$ cat src/rtl/adc_sample_packer_if.sv
// Sample-stream and FIFO write-port bundles used by adc_sample_packer.
// The stream side has no backpressure, and the FIFO side reports full only.
interface adc_sample_if;
  logic [63:0] s_tdata;
  logic        s_tvalid;
  logic        s_first;
  logic        s_last;

  modport master (output s_tdata, s_tvalid, s_first, s_last);
  modport slave  (input  s_tdata, s_tvalid, s_first, s_last);
endinterface

interface adc_fifo_wr_if #(parameter int DATA_WIDTH = 512);
  logic                  m_wr_en;
  logic [DATA_WIDTH-1:0] m_wr_data;
  logic                  m_fifo_full;

  modport master (output m_wr_en, m_wr_data, input m_fifo_full);
  modport slave  (input m_wr_en, m_wr_data, output m_fifo_full);
endinterface

$ cat src/rtl/adc_sample_packer.sv
// Packs 64-bit samples into DATA_WIDTH-bit FIFO words, framing each capture with a header and a trailer.
// The stream cannot stall, so a write that meets a full FIFO is dropped and counted.
module adc_sample_packer #(
  parameter int          DATA_WIDTH    = 512,
  parameter logic [63:0] PAD_WORD      = 64'h0,
  parameter logic [31:0] HEADER_MAGIC  = 32'hC1A5_0001,
  parameter logic [31:0] TRAILER_MAGIC = 32'hC1A5_00FF
) (
  input  logic                 clk_245,
  input  logic                 clk_245_rst,
  adc_sample_if.slave          smp,
  adc_fifo_wr_if.master        fifo,
  input  logic [63:0]          timestamp,
  output logic                 busy,
  output logic                 overflow,
  output logic                 protocol_err,
  output logic [31:0]          capture_seq
);

  localparam int             LANES    = DATA_WIDTH / 64;
  localparam int             PW       = $clog2(LANES);
  localparam logic [PW-1:0]  TOP_LANE = PW'(LANES - 1);

  typedef enum logic [1:0] {IDLE = 2'd0, PACK = 2'd1, FLUSH = 2'd2, TRAIL = 2'd3} state_t;

  state_t                state_r, state_next_s;
  logic [PW-1:0]         lane_r;
  logic [DATA_WIDTH-1:0] buf_r, wr_data_r;
  logic [63:0]           ts_r;
  logic [31:0]           count_r, dropped_r, seq_r;
  logic                  wr_en_r, busy_r, overflow_r, proto_r;

  logic [DATA_WIDTH-1:0] word_pack_s, word_flush_s, wr_word_s;
  logic                  wr_req_s, drop_s, start_s;

  function automatic logic [DATA_WIDTH-1:0] build_header(input logic [63:0] ts, input logic [31:0] seq);
    logic [DATA_WIDTH-1:0] w;
    w = '0;
    w[DATA_WIDTH-1 -: 128] = {ts, seq, HEADER_MAGIC};
    return w;
  endfunction

  function automatic logic [DATA_WIDTH-1:0] build_trailer(input logic [63:0] ts, input logic [31:0] seq,
                                                          input logic [31:0] cnt, input logic [31:0] drp);
    logic [DATA_WIDTH-1:0] w;
    w = '0;
    w[DATA_WIDTH-1 -: 192] = {ts, seq, TRAILER_MAGIC, cnt, drp};
    return w;
  endfunction

  assign start_s = smp.s_tvalid && smp.s_first;
  assign drop_s  = wr_req_s && fifo.m_fifo_full;

  // Lanes above the pointer hold earlier samples; the pointer lane takes the new sample; lower lanes pad.
  always_comb begin
    word_pack_s  = '0;
    word_flush_s = '0;
    for (int i = 0; i < LANES; i++) begin
      if (PW'(i) > lane_r) begin
        word_pack_s[i*64 +: 64]  = buf_r[i*64 +: 64];
        word_flush_s[i*64 +: 64] = buf_r[i*64 +: 64];
      end else if (PW'(i) == lane_r) begin
        word_pack_s[i*64 +: 64]  = smp.s_tdata;
        word_flush_s[i*64 +: 64] = PAD_WORD;
      end else begin
        word_pack_s[i*64 +: 64]  = PAD_WORD;
        word_flush_s[i*64 +: 64] = PAD_WORD;
      end
    end
  end

  // State register.
  always_ff @(posedge clk_245 or posedge clk_245_rst) begin
    if (clk_245_rst) begin
      state_r <= IDLE;
    end else begin
      state_r <= state_next_s;
    end
  end

  // Next state and the write request launched this cycle.
  always_comb begin
    state_next_s = state_r;
    wr_req_s     = 1'b0;
    wr_word_s    = '0;
    case (state_r)
      IDLE: begin
        if (start_s) begin
          wr_req_s     = 1'b1;
          wr_word_s    = build_header(timestamp, seq_r);
          state_next_s = smp.s_last ? FLUSH : PACK;
        end else begin
          state_next_s = IDLE;
        end
      end
      PACK: begin
        if (smp.s_tvalid && (smp.s_last || (lane_r == '0))) begin
          wr_req_s     = 1'b1;
          wr_word_s    = word_pack_s;
          state_next_s = smp.s_last ? TRAIL : PACK;
        end else begin
          state_next_s = PACK;
        end
      end
      FLUSH: begin
        wr_req_s     = 1'b1;
        wr_word_s    = word_flush_s;
        state_next_s = TRAIL;
      end
      TRAIL: begin
        wr_req_s     = 1'b1;
        wr_word_s    = build_trailer(ts_r, seq_r, count_r, dropped_r);
        state_next_s = IDLE;
      end
      default: begin
        state_next_s = IDLE;
      end
    endcase
  end

  // Datapath, metadata counters and registered outputs.
  always_ff @(posedge clk_245 or posedge clk_245_rst) begin
    if (clk_245_rst) begin
      lane_r     <= TOP_LANE;
      buf_r      <= '0;
      wr_data_r  <= '0;
      ts_r       <= 64'd0;
      count_r    <= 32'd0;
      dropped_r  <= 32'd0;
      seq_r      <= 32'd0;
      wr_en_r    <= 1'b0;
      busy_r     <= 1'b0;
      overflow_r <= 1'b0;
      proto_r    <= 1'b0;
    end else begin
      busy_r <= (state_next_s != IDLE);
      if (wr_req_s && !fifo.m_fifo_full) begin
        wr_en_r   <= 1'b1;
        wr_data_r <= wr_word_s;
      end else begin
        wr_en_r <= 1'b0;
      end
      if (drop_s) begin
        overflow_r <= 1'b1;
      end
      if (start_s && (state_r != IDLE)) begin
        proto_r <= 1'b1;
      end
      // A header dropped at capture start is already the first dropped word.
      if (state_r == IDLE) begin
        if (start_s) begin
          dropped_r <= {31'd0, fifo.m_fifo_full};
        end
      end else if (drop_s && (dropped_r != 32'hFFFF_FFFF)) begin
        dropped_r <= dropped_r + 32'd1;
      end
      case (state_r)
        IDLE: begin
          if (start_s) begin
            buf_r[DATA_WIDTH-1 -: 64] <= smp.s_tdata;
            ts_r    <= timestamp;
            count_r <= 32'd1;
            lane_r  <= TOP_LANE - PW'(1);
          end
        end
        PACK: begin
          if (smp.s_tvalid) begin
            buf_r   <= word_pack_s;
            count_r <= count_r + 32'd1;
            lane_r  <= (smp.s_last || (lane_r == '0)) ? TOP_LANE : (lane_r - PW'(1));
            if (smp.s_last) begin
              ts_r <= timestamp;
            end
          end
        end
        FLUSH: begin
          lane_r <= TOP_LANE;
        end
        TRAIL: begin
          lane_r <= TOP_LANE;
          seq_r  <= seq_r + 32'd1;
        end
        default: begin
          lane_r <= TOP_LANE;
        end
      endcase
    end
  end

  assign fifo.m_wr_en   = wr_en_r;
  assign fifo.m_wr_data = wr_data_r;
  assign busy           = busy_r;
  assign overflow       = overflow_r;
  assign protocol_err   = proto_r;
  assign capture_seq    = seq_r;

endmodule

$ cat src/flat_wrapper.sv
// flat-port wrapper written by rule: the top's interface ports become plain ports
module adc_sample_packer_flat 
#(
  parameter int          DATA_WIDTH    = 512,
  parameter logic [63:0] PAD_WORD      = 64'h0,
  parameter logic [31:0] HEADER_MAGIC  = 32'hC1A5_0001,
  parameter logic [31:0] TRAILER_MAGIC = 32'hC1A5_00FF
)
  (clk_245, clk_245_rst, timestamp, busy, overflow, protocol_err, capture_seq, smp_s_tdata, smp_s_tvalid, smp_s_first, smp_s_last, fifo_m_wr_en, fifo_m_wr_data, fifo_m_fifo_full);
  adc_sample_if smp_i ();
  adc_fifo_wr_if #(.DATA_WIDTH(DATA_WIDTH)) fifo_i ();
  input  logic clk_245;
  input  logic clk_245_rst;
  input  logic [63:0] timestamp;
  output logic busy;
  output logic overflow;
  output logic protocol_err;
  output logic [31:0] capture_seq;
  input wire logic [$bits(smp_i.s_tdata)-1:0] smp_s_tdata;
  input wire logic [$bits(smp_i.s_tvalid)-1:0] smp_s_tvalid;
  input wire logic [$bits(smp_i.s_first)-1:0] smp_s_first;
  input wire logic [$bits(smp_i.s_last)-1:0] smp_s_last;
  output wire logic [$bits(fifo_i.m_wr_en)-1:0] fifo_m_wr_en;
  output wire logic [$bits(fifo_i.m_wr_data)-1:0] fifo_m_wr_data;
  input wire logic [$bits(fifo_i.m_fifo_full)-1:0] fifo_m_fifo_full;
  assign smp_i.s_tdata = smp_s_tdata;
  assign smp_i.s_tvalid = smp_s_tvalid;
  assign smp_i.s_first = smp_s_first;
  assign smp_i.s_last = smp_s_last;
  assign fifo_m_wr_en = fifo_i.m_wr_en;
  assign fifo_m_wr_data = fifo_i.m_wr_data;
  assign fifo_i.m_fifo_full = fifo_m_fifo_full;
  adc_sample_packer #(.DATA_WIDTH(DATA_WIDTH), .PAD_WORD(PAD_WORD), .HEADER_MAGIC(HEADER_MAGIC), .TRAILER_MAGIC(TRAILER_MAGIC)) u_core (.clk_245(clk_245), .clk_245_rst(clk_245_rst), .smp(smp_i), .fifo(fifo_i), .timestamp(timestamp), .busy(busy), .overflow(overflow), .protocol_err(protocol_err), .capture_seq(capture_seq));
endmodule
$ cat config.mk
export PLATFORM = sky130hd
export DESIGN_NAME = adc_sample_packer_flat
export DESIGN_NICKNAME = d
export VERILOG_FILES = /design/src/rtl/adc_sample_packer_if.sv /design/src/rtl/adc_sample_packer.sv /design/src/flat_wrapper.sv
export SDC_FILE = /design/constraint.sdc
export NUM_CORES = 2
export LEC_CHECK = 0
export CELL_PAD_IN_SITES_DETAIL_PLACEMENT = 0
export CELL_PAD_IN_SITES_GLOBAL_PLACEMENT = 1
export CORE_ASPECT_RATIO = 1.5
export CORE_MARGIN = 2
export CORE_UTILIZATION = 45
export CTS_CLUSTER_SIZE = 40
export DETAILED_ROUTE_END_ITERATION = 16
export PLACE_DENSITY_LB_ADDON = 0.1
export SYNTH_ARGS = -nofsm -noshare
export SYNTH_HDL_FRONTEND = slang
export SYNTH_SLANG_ARGS = --single-unit
$ cat constraint.sdc
create_clock -name clk_245 -period 57.3 [get_ports clk_245]
set_clock_uncertainty 0.05 [all_clocks]
set_input_delay 11.46 -clock clk_245 [delete_from_list [all_inputs] [get_ports clk_245]]
set_output_delay 11.46 -clock clk_245 [all_outputs]
set_load 0.02 [all_outputs]
# --- Yosys cells after proc, flatten, opt, wreduce, memory -nomap -nowiden ---
# Index checks and enable logic that the tools add are counted.
word_totals:
  ff_bits: 1193
  input_bits: 134
  out_inout_bits: 548
op_classes:
  addsub: 4
  magnitude_cmp: 8
  eq_ne: 14
  mux: 53
  n_reduce_logical: 20
ops:
  columns: ["operator", "count"]
  rows:
  - ["$pmux W512 S4", 1]
  - ["$mux W64", 28]
  - ["$mux W512", 3]
  - ["$pmux W64 S2", 2]
  - ["$mux W32", 5]
  - ["$add A32 B1 Y32 const B", 3]
  - ["$pmux W32 S2", 1]
  - ["$ne A32 B32 Y1 const B", 1]
  - ["$eq A3 B3 Y1 const A", 4]
  - ["$gt A3 B3 Y1 const A", 4]
  - ["$mux W3", 3]
  - ["$pmux W3 S3", 1]
  - ["$mux W2", 4]
  - ["$pmux W2 S4", 1]
  - ["$reduce_bool A2 Y1", 4]
  - ["$eq A2 B3 Y1 const A", 2]
  - ["$gt A1 B3 Y1 const A", 2]
  - ["$gt A2 B3 Y1 const A", 2]
  - ["$logic_and A1 B1 Y1", 6]
  - ["$reduce_and A2 Y1", 3]
  - ["$eq A2 B2 Y1 const B", 2]
  - ["$ne A2 B2 Y1 const B", 2]
  - ["$reduce_and A4 Y1", 1]
  - ["$eq A1 B3 Y1 const A", 1]
  - ["other kinds (11)", 13]

# --- Depth between registers and ports, before layout ---
depth:
  word_depth: 9
  depth_mapped: 12
  mapped_depth_nobuf: 8

# --- Worst setup path before layout ---
# No wires, ideal clock.
synth_timing:
  path_kind: "input -> register"
  from: "input port smp_s_last"
  to: "register u_core.wr_data_r[80], in the netlist u_core.fifo.m_wr_data[80]"
  arrival_time_ps: 13045
  path_slack_ps: 44127
  cell_stages: 7
  cell_sequence: "clkbuf_1 > o21ai_2 > a21boi_1 > nor2_2 > clkbuf_1 > clkbuf_1 > o2bb2ai_1"
synth_via:
  elab_chain_len: 5
  word_cells_on_any_way: 7
  classes_between: "mux: 4; reduce/logical: 3"
synth_lines:
  columns: ["item", "line_no", "source"]
  rows:
  - ["from (decl)", "flat_wrapper.sv:22", "input wire logic [$bits(smp_i.s_last)-1:0] smp_s_last;"]
  - ["$logic_or A1 B1 Y1 *", "adc_sample_packer.sv:97", "if (smp.s_tvalid && (smp.s_last || (lane_r == '0))) begin"]
  - ["$logic_and A1 B1 Y1 *", "adc_sample_packer.sv:97", null]
  - ["$mux W1", "adc_sample_packer.sv:97", null]
  - ["$pmux W1 S3", "adc_sample_packer.sv:86", "case (state_r)"]
  - ["$logic_and A1 B1 Y1", "adc_sample_packer.sv:137", "if (wr_req_s && !fifo.m_fifo_full) begin"]
  - ["to (signal assigned)", "adc_sample_packer.sv:139", "wr_data_r <= wr_word_s;"]
  - ["to (decl)", "adc_sample_packer.sv:28", "logic [DATA_WIDTH-1:0] buf_r, wr_data_r;"]
# Every way passes the cells marked *; elsewhere a longest branch is shown, timed or not.
# A chain may end at the register's enable or synchronous reset.

==> flow_metrics.py <==
metrics = {
    "sta": {
        "worst-slew-pin-transition_ns": 1.26,
        "rsz0062_at_grt": "false",
        "finalSetupTns_ns": 0,
        "max_freq_mhz": 63.5,
        "min_period_ns": 15.74,
        "finalCritPeriodShare_pct": 27.5,
        "hold_viol": 0,
        "max-slew-margin-rel_pct": 15.9,
        "drv_slew": 0,
        "setup_viol": 0,
        "fin_ws_ns": 41.56,
    },
    "floorplanning": {
        "rows": 150,
        "die_w_microns": 278,
        "dieArea_sq_um": 116000,
        "core_area_sq_um": 112000,
        "die_h_microns": 415,
        "start_util_pct": 45.5,
        "pin_count": 682,
    },
    "final_layout": {
        "area_delta_synth_final_pct": 23.1,
        "fillers": 9444,
        "seq_area_sq_um": 29900,
        "fin_area_sq_um": 62500,
        "post-route-util_pct": 56.0,
        "final_nets": 4764,
        "layout.cells.non_filler": 6156,
        "drive_above_1_share_pct": 10.4,
        "multi_input_area_sq_um": 18800,
    },
    "logic_synthesis": {
        "synthFlopType": "dfrtp_1",
        "syn_area_sq_um": 50800,
        "synth_nets": 4384,
        "yosysUniqueCellTypes": 64,
        "async_reset_ff_share_pct": 100,
        "ys_warn_count": 0,
        "synth_cells": 4238,
        "avgSynthCellArea_sq_um": 12.0,
        "synth_edf_count": 0,
        "synth_seq_cells": 1193,
        "ys_seq_area_share_pct": 58.8,
    },
    "worst_setup_path": {
        "end_kind": "asynchronous set/reset pin",
        "r2r_slack_ns": 52.67,
        "critPathArrivalTime_ns": 16.37,
        "crit_fanout": 133,
        "required_ns": 57.93,
        "critical_path_class": "in -> async",
        "worst_setup_path_start_kind": "primary input",
    },
    "clocking": {
        "root_buffer": "clkbuf_16",
        "cts_tree": "yes",
        "clockBufferDepth": 3,
        "cts_max_level": 3,
        "post_cts_resized": 0,
        "hold_buffers": 0,
        "path_clk_slew_ns": 0.06,
        "cts.sinks": 1193,
        "post-cts-setup-buffer-count": 0,
        "cts_buffers": 114,
        "clkLatencyLatePin_ns": 0.74,
    },
    "global_routing": {
        "grt_pass1_wl_microns": 273000,
        "gr-usage-all-layers_pct": 31.2,
        "grt_pass1_vias": 39600,
        "grt-ovfl-total": 0,
        "antenna_found_initial": 7,
        "grt_start_max_net_pins": 149,
    },
    "pwr": {
        "powerDensity_nw_per_um2": 40.1,
        "vdd_drop_max_v": 0.0000289,
        "power.leakage_nw": 25.7,
    },
    "drt": {
        "viasPerCell": 6.50,
        "wl_microns": 183000,
        "drc": 0,
        "wl_per_cell_microns": 29.7,
        "drt-initial-drc-count": 4095,
        "ant_nets": 0,
        "firstDrtPassIters": 5,
        "via_count": 40000,
    },
    "status": {
        "status": "completed",
    },
    "place": {
        "pre_cts_ws_ns": 40.56,
        "place_area_sq_um": 58500,
        "dp.cells": 5946,
        "gp_congestion": 0.838,
        "io_buffer_count": 681,
        "hpwl_microns": 107000,
    },
    "worst_hold_path": {
        "min-delay-path-class": "reg -> reg",
    },
    "flow_run": {
        "maxCapViolCount": 0,
    },
}
-- sequential cells by signal (all words and copies together) (netlist names) --
name,cells
u_core.busy,1
u_core.overflow,1
u_core.protocol_err,1
u_core.ts_r,64
u_core.buf_r,512
u_core.fifo.m_wr_en,1
u_core.dropped_r,32
u_core.lane_r,3
u_core.state_r,2
u_core.capture_seq,32
u_core.count_r,32
u_core.fifo.m_wr_data,512
-- worst max-delay path: stages --
cell             delay (ns)
clkdlybuf4s50_1        0.49
inv_8                  0.65
buf_4                  0.88
buf_4                  0.84
buf_4                  0.93
buf_4                  0.89
-- synth_stat cells, types with 3 or more instances --
library cell	instances	share of area, %
inv_1	85	0.63
xnor2_1	36	0.62
and4_1	10	0.17
nor3b_1	10	0.15
o31ai_1	5	0.074
nor3_1	15	0.15
or4_1	7	0.10
a221o_1	93	1.8
o32a_1	8	0.16
and2_1	10	0.12
buf_2	67	0.66
o21ai_1	5	0.049
o211ai_1	3	0.044
clkbuf_1	385	2.8
buf_1	76	0.56
mux2i_1	30	0.59
a22o_1	455	7.8
nand2_1	147	1.1
o2bb2ai_1	338	5.8
nor4b_1	5	0.086
nor4_1	13	0.16
nand2b_1	4	0.049
or3_1	5	0.062
a211o_1	10	0.17
nand4_1	37	0.46
nor2b_1	3	0.037
ha_1	12	0.30
xor2_1	14	0.24
mux2_2	131	2.9
or2_2	6	0.074
a32oi_1	64	1.1
dfstp_2	3	0.16
a22oi_1	505	7.5
a21oi_1	82	0.81
o21ai_0	139	1.4
nor2_1	86	0.64
dfrtp_1	1190	59
and3_1	13	0.16
nand3_1	100	0.99
-- where the power goes --
group | total, mW | switching, mW | internal, mW
Combinational | 0.558 | 0.321 | 0.237
Clock | 0.815 | 0.345 | 0.471
Sequential | 1.13 | 0.117 | 1.01
-- metrics by stage --
step | power (mW) | hold slack (ns)
after CTS | 2.51 | 0.413
after floorplan | 1.47 | 0.416
after detailed placement | 1.69 | 0.395
after global placement | 1.68 | 0.391
final | 2.50 | 0.412
after global routing | 2.60 | 0.426
-- cell type report --
cell class | instances | share of cell area (%)
flip-flops and latches | 1193 | 47.8
multi-input cells | 2431 | 30.1
repair buffers | 793 | 12.3
clock buffers | 165 | 5.43
well taps | 1444 | 2.89
clock inverters | 43 | 1.00
inverters | 85 | 0.522
diodes | 2 | 0.00801
-- worst paths after layout --
kind,startpoint,end,cells after the start
max,clk_245_rst,u_core.overflow,6
min,u_core.overflow,u_core.overflow,1
max reg2reg,u_core.state_r[0],u_core.fifo.m_wr_data[185],10
min reg2reg,u_core.overflow,u_core.overflow,1
max in group clk_245,smp_s_tvalid,u_core.fifo.m_wr_data[185],9
min in group asynchronous,clk_245_rst,u_core.fifo.m_wr_data[57],2
-- logic make-up after synthesis --
kind of cell               after synthesis  share of synthesized area, %
AOI/OAI and AO/OA                     1724                          27.1
xor gates and xnor gates                50                         0.862
adders and majority gates               12                         0.296
buffers and inverters                  614                          4.72
DFF                                   1193                          58.8
muxes                                  161                          3.50
and+or+nand+nor                        484                          4.76
-- cells in the final DEF, fill, tap and decap left out, types with 8 or more instances in the layout --
cell	Yosys	final
a211o_1	10	10
a21oi_1	82	81
a221o_1	93	93
a22o_1	455	455
a22oi_1	505	504
a32oi_1	64	64
and2_1	10	8
and3_1	13	13
and4_1	10	8
buf_4	0	109
bufinv_16	0	13
clkbuf_1	385	17
clkbuf_16	0	115
clkbuf_8	0	33
clkdlybuf4s50_1	0	681
clkinv_2	0	17
dfrtp_1	1190	1190
ha_1	12	10
inv_1	85	82
mux2_2	131	131
mux2i_1	30	30
nand2_1	147	145
nand3_1	100	99
nand4_1	37	37
nor2_1	86	74
nor2_4	0	12
nor3_1	15	12
nor3b_1	10	10
nor4_1	13	13
o21ai_0	139	136
o2bb2ai_1	338	338
o32a_1	8	8
xnor2_1	36	36
xor2_1	14	14
-- routing by layer --
layer	GRT usage, %	wire length, microns	vias to the layer above
li1	-	-	17000
met1	42.3	75800	20900
met2	49.2	85600	1824
met3	6.91	14800	268
met4	11.4	6510	8
met5	0	48	-
Power figures use the tool's default switching activity.
